==> src/rtl/mux_n_para_1_arb.sv <==
// Registered N:1 channel multiplexer with valid/ready handshakes.
// Channel picked by fixed select S or by a rotating round-robin pointer.
module mux_n_para_1_arb #(
   parameter int WIDTH = 8,
   parameter int N     = 4,
   parameter int SEL_W = 2
) (
   input  logic               clk,
   input  logic               rst,
   input  logic [N*WIDTH-1:0] D,
   input  logic [N-1:0]       D_VALID,
   output logic [N-1:0]       D_READY,
   input  logic [SEL_W-1:0]   S,
   input  logic               MODE,
   output logic [WIDTH-1:0]   Y,
   output logic               Y_VALID,
   input  logic               Y_READY,
   output logic [SEL_W-1:0]   Y_SEL
);

   logic [WIDTH-1:0] ch [N];

   logic [WIDTH-1:0] y_q;
   logic             y_vld_q;
   logic [SEL_W-1:0] y_sel_q;
   logic [SEL_W-1:0] ptr_q;

   logic             ld;
   logic             fix_vld;
   logic             rr_vld;
   logic [SEL_W-1:0] rr_gnt;
   logic             gnt_vld;
   logic [SEL_W-1:0] gnt;
   logic [SEL_W-1:0] ptr_nxt;
   logic             take;

   for (genvar i = 0; i < N; i++) begin : g_ch
      assign ch[i] = D[i*WIDTH +: WIDTH];
   end

   // The output register can accept a word when empty or
   // when its current word leaves this same cycle.
   assign ld = !y_vld_q | Y_READY;

   // Fixed select: only an in-range S with valid data wins.
   always_comb begin
      fix_vld = 1'b0;
      if (int'(S) < N) begin
         fix_vld = D_VALID[S];
      end
   end

   // Round-robin scan starting at the pointer, wrapping mod N.
   always_comb begin
      int idx;
      logic [SEL_W-1:0] ix;
      idx    = 0;
      ix     = '0;
      rr_vld = 1'b0;
      rr_gnt = '0;
      for (int k = 0; k < N; k++) begin
         idx = int'(ptr_q) + k;
         if (idx >= N) begin
            idx = idx - N;
         end
         ix = SEL_W'(idx);
         if (!rr_vld && D_VALID[ix]) begin
            rr_vld = 1'b1;
            rr_gnt = ix;
         end
      end
   end

   assign gnt_vld = MODE ? rr_vld : fix_vld;
   assign gnt     = MODE ? rr_gnt : S;
   assign take    = ld & gnt_vld;

   // Pointer moves past the granted channel, wrapping at N-1.
   always_comb begin
      ptr_nxt = gnt + 1'b1;
      if (int'(gnt) == N - 1) begin
         ptr_nxt = '0;
      end
   end

   // One-hot ready to the granted channel; silent during reset.
   always_comb begin
      D_READY = '0;
      if (!rst && take) begin
         D_READY[gnt] = 1'b1;
      end
   end

   // Output register: refill on grant, else drain when taken.
   always_ff @(posedge clk or posedge rst) begin
      if (rst) begin
         y_q     <= '0;
         y_vld_q <= 1'b0;
         y_sel_q <= '0;
         ptr_q   <= '0;
      end else if (take) begin
         y_q     <= ch[gnt];
         y_sel_q <= gnt;
         y_vld_q <= 1'b1;
         if (MODE) begin
            ptr_q <= ptr_nxt;
         end
      end else if (Y_READY) begin
         y_vld_q <= 1'b0;
      end
   end

   assign Y       = y_q;
   assign Y_VALID = y_vld_q;
   assign Y_SEL   = y_sel_q;

endmodule

==> config.mk <==
export PLATFORM = sky130hd
export DESIGN_NAME = mux_n_para_1_arb
export DESIGN_NICKNAME = d
export VERILOG_FILES = /design/src/rtl/mux_n_para_1_arb.sv
export SDC_FILE = /design/constraint.sdc
export NUM_CORES = 1
export LEC_CHECK = 0
export CAP_MARGIN = 20
export CORE_ASPECT_RATIO = 1.4
export CORE_MARGIN = 2
export CORE_UTILIZATION = 44
export DETAILED_ROUTE_END_ITERATION = 8
export GPL_TIMING_DRIVEN = 0
export PLACE_DENSITY = 0.87
export SYNTH_ARGS = -nofsm -noshare
export SYNTH_HDL_FRONTEND = slang
export SYNTH_SLANG_ARGS = --single-unit
==> constraint.sdc <==
create_clock -name clk -period 2.9 [get_ports clk]
set_input_delay 0.58 -clock clk [delete_from_list [all_inputs] [get_ports clk]]
set_output_delay 0.58 -clock clk [all_outputs]
set_load 0.01 [all_outputs]
==> metrics.md <==
| Metric | Value |
|---|---|
| Status | `finished, final reports clean` |
| CP endpoint kind | `primary output` |
| Slowest stage delay, CP | `500 ps` |
| Layout cell share with drive strength beyond 1 | `23.28%` |
| Vias | `1672` |
| Fin cells | `271` |
| Final worst-path cycle share | `98.33%` |
| Maxcap violations | `0` |
| Cell family with the largest share of critical-path delay | `buffers and inverters` |
| DRT Pass-1 Iters | `4` |
| Core area | `0.003183 sq mm` |
| Clock root cell | `clkbuf_8` |
| Drt wl/cell | `18.05 microns` |
| Critical path buffers and inverters | `4` |
| Vias per inst | `6.170` |
| Cell Area, Synth | `0.001484 sq mm` |
| Final nets | `276` |
| Final WL | `4.892 mm` |
| CP max-delay cell | `clkdlybuf4s50_1` |
| Skew final | `3.285 ps` |
| CTS tree | `built` |
| Sequential share of the synthesized area | `21.92%` |
| Critical path launch point type | `input port` |
| Iteration-0 DRC Markers | `86` |
| Initial antenna violation count | `0` |
| Die Ht | `72.72 microns` |
| Max_slew headroom | `65.60%` |
| Max IR drop VDD | `0.6227 mV` |
| Global Route Usage Sum | `25.48%` |
| First-pass GRT wire length | `7.389 mm` |
| Largest net degree at the start of global routing | `16` |
| Post-placement cell count | `256` |
| Detailed-placement wirelength estimate | `3.476 mm` |
| Htree depth | `1` |
| Die X | `53.08 microns` |
| DRC viols | `0` |
| Final Slew Violations | `0` |
| Clock Sinks | `13` |
| Synth Instances | `163` |
| Pwr per Cell Area | `511.6 mW/mm^2` |
| Leak | `0.0009461 uW` |
| Distinct cells, synth | `51` |
| Initial Util | `46.62%` |
| Routability cong. | `0.8223` |
| Mapped Nets | `206` |
| Clk Latency, worst-skew pair | `240 ps` |
| Mean post-synth cell area | `9.104 sq um` |
| Total I/O pin count | `57` |
| Antenna-violating nets left | `0` |
| #FFs+latches synth | `13` |
| ANT cells | `0` |
| Row count | `24` |
| # port buffers | `54` |
| Crit path cell chain | `clkdlybuf4s50_1 -> nor2b_2 -> a22oi_2 -> buf_4 -> and2_4 -> buf_6 -> and3_1 -> dlymetal6s2s_1` |
| Total of fill cells in the finished design | `267` |
| Grt total ovfl | `0` |
| Area growth syn-to-layout | `50.42%` |
| Number of global-route vias before repair | `1585` |
| Worst Tran Pin Value | `515.5 ps` |
| Final setup vio count | `0` |
| Max Buffers Root-to-Sink | `2` |
| Die area | `0.003860 sq mm` |
| Peak fanout along the critical path | `10` |
| Crit path kind | `in2out` |
| Req. time, crit path | `2320 ps` |
| Util after Layout | `70.13%` |
| Ys Warns | `0` |
| Register clock-pin slew on the reported worst setup and hold paths | `50 ps` |
| Max Clk Rate | `350.7 MHz` |
| Hold crit path type | `reg2reg` |
| Hold_buf cts | `0` |
| CTS buffer count | `3` |
| Minimum clock period | `2851 ps` |
| Data arrival time of the worst path | `2270 ps` |
| Fin. Hold Viols | `0` |
[stage by stage]
| stage | total power (uW) | hold WS (ps) | area, sq um | worst slack (ps) | setup TNS [ps] |
|---|---|---|---|---|---|
| after global routing | 1200 | 519.2 | 2232 | -51.55 | -103.3 |
| after global placement | 889.5 | 470.3 | 2073 | -673.4 | -2397 |
| after CTS | 1106 | 497.1 | 2193 | -256.5 | -430.4 |
| after floorplan | 655.8 | 467.3 | 1484 | 487.0 | 0 |
| after detailed placement | 905.1 | 479.9 | 2073 | -677.4 | -2442 |
| final | 1142 | 492.6 | 2232 | 48.51 | 0 |
[power by group]
part           total (uW)  internal (uW)  switching [uW]
Combinational         686            358             328
Sequential            299            239            60.3
Clock                 157           96.8            60.2
Total                1140            693             449
[state kept, by name, summed over array words and instances (netlist names)]
signal,flops
Y_SEL,2
Y_VALID,1
Y,8
ptr_q,2
[worst register-to-register path: cells and delay by family (launching register included)]
| kind | cells | cell delay, ps |
|---|---|---|
| DFF | 1 | 530 |
| and+or+nand+nor | 3 | 490 |
| AOI/OAI and AO/OA | 1 | 340 |
| adders and majority gates | 1 | 300 |
| muxes | 1 | 260 |
[placed cells by master (no fill, tap or decap), types with 4 or more instances in the layout]
cell and instances:
nor2_1 6, inv_1 4, nand2b_1 4, nor2b_1 6, o31ai_1 5, nor4_1 6, mux2i_1 27, buf_2 5
nand2_1 14, a32o_1 5, a221oi_2 6, dfrtp_1 13, buf_4 12, a211oi_1 4, nand4_1 6, clkdlybuf4s50_1 46
[final timing paths]
path | slack (ps) | depth (start not counted) | to | from
worst max register to register | 850 | 6 | ptr_q[1] | ptr_q[1]
worst max-delay path | 50 | 8 | D_READY[3] | S[0]
min in group asynchronous | 760 | 2 | Y_SEL[0] | rst
max in group asynchronous | 1790 | 2 | Y[4] | rst
worst min-delay path | 490 | 2 | Y_SEL[0] | Y_SEL[0]
worst min register to register | 490 | 2 | Y_SEL[0] | Y_SEL[0]
[cells in the mapped netlist, drive strengths merged]
cell type	count	share of area (%)
mux2i	28	19
nand2	15	3.8
dfrtp	13	22
buf	9	4.0
nor2	8	2.7
nor2b	8	3.5
nor4	8	4.2
a221oi	6	6.1
nand4	6	2.5
a32o	5	3.4
inv	5	1.3
nand2b	5	2.3
o31ai	5	2.5
a211oi	4	2.0
a21oi	4	3.1
a31oi	3	1.3
nand3	3	1.0
o22ai	3	1.3
or2	3	1.3
a21o	2	1.0
and3	2	1.2
clkbuf	2	0.51
mux2	2	1.5
nor3	2	1.0
o21ai	2	0.67
o311ai	2	1.2
a2111oi	1	1.0
a22oi	1	0.84
and2	1	0.59
and4	1	0.59
ha	1	0.84
o211a	1	0.67
o211ai	1	0.51
o31a	1	0.59
[repair_timing]
action | 4_1_cts | 5_1_grt
buffers inserted | 6 | 5
endpoints found under the setup margin | 4 | 4
resized for setup | 15 | 10
pin swaps | 6 | 2
[layout make-up]
| cell class | count | area, sq um | area share [%] |
|---|---|---|---|
| clock buffers | 4 | 45.04 | 2.018 |
| repair buffers | 65 | 615.6 | 27.58 |
| inverters | 5 | 18.77 | 0.8408 |
| flip-flops and latches | 13 | 325.3 | 14.57 |
| plain buffers | 11 | 75.07 | 3.363 |
| multi-input cells | 134 | 1104 | 49.44 |
| well taps | 39 | 48.80 | 2.186 |
[per-layer routing]
metal	part of all wire, %	global-route usage [%]
met1	40	31.73
met2	51	43.75
met3	6.5	1.230
met4	3.4	12.82
met5	0	0
[cells by family (layout without fill, tap and decap cells)]
logic type                 count (synthesis)  count (layout)  share of synthesized area [%]
AOI/OAI and AO/OA                         41              41                          26.14
adders and majority gates                  1               1                         0.8430
buffers and inverters                     16              85                          5.733
DFF                                       13              13                          21.92
muxes                                     30              30                          20.66
and+or+nand+nor                           62              62                          24.70
(Power assumes the default switching activity.)
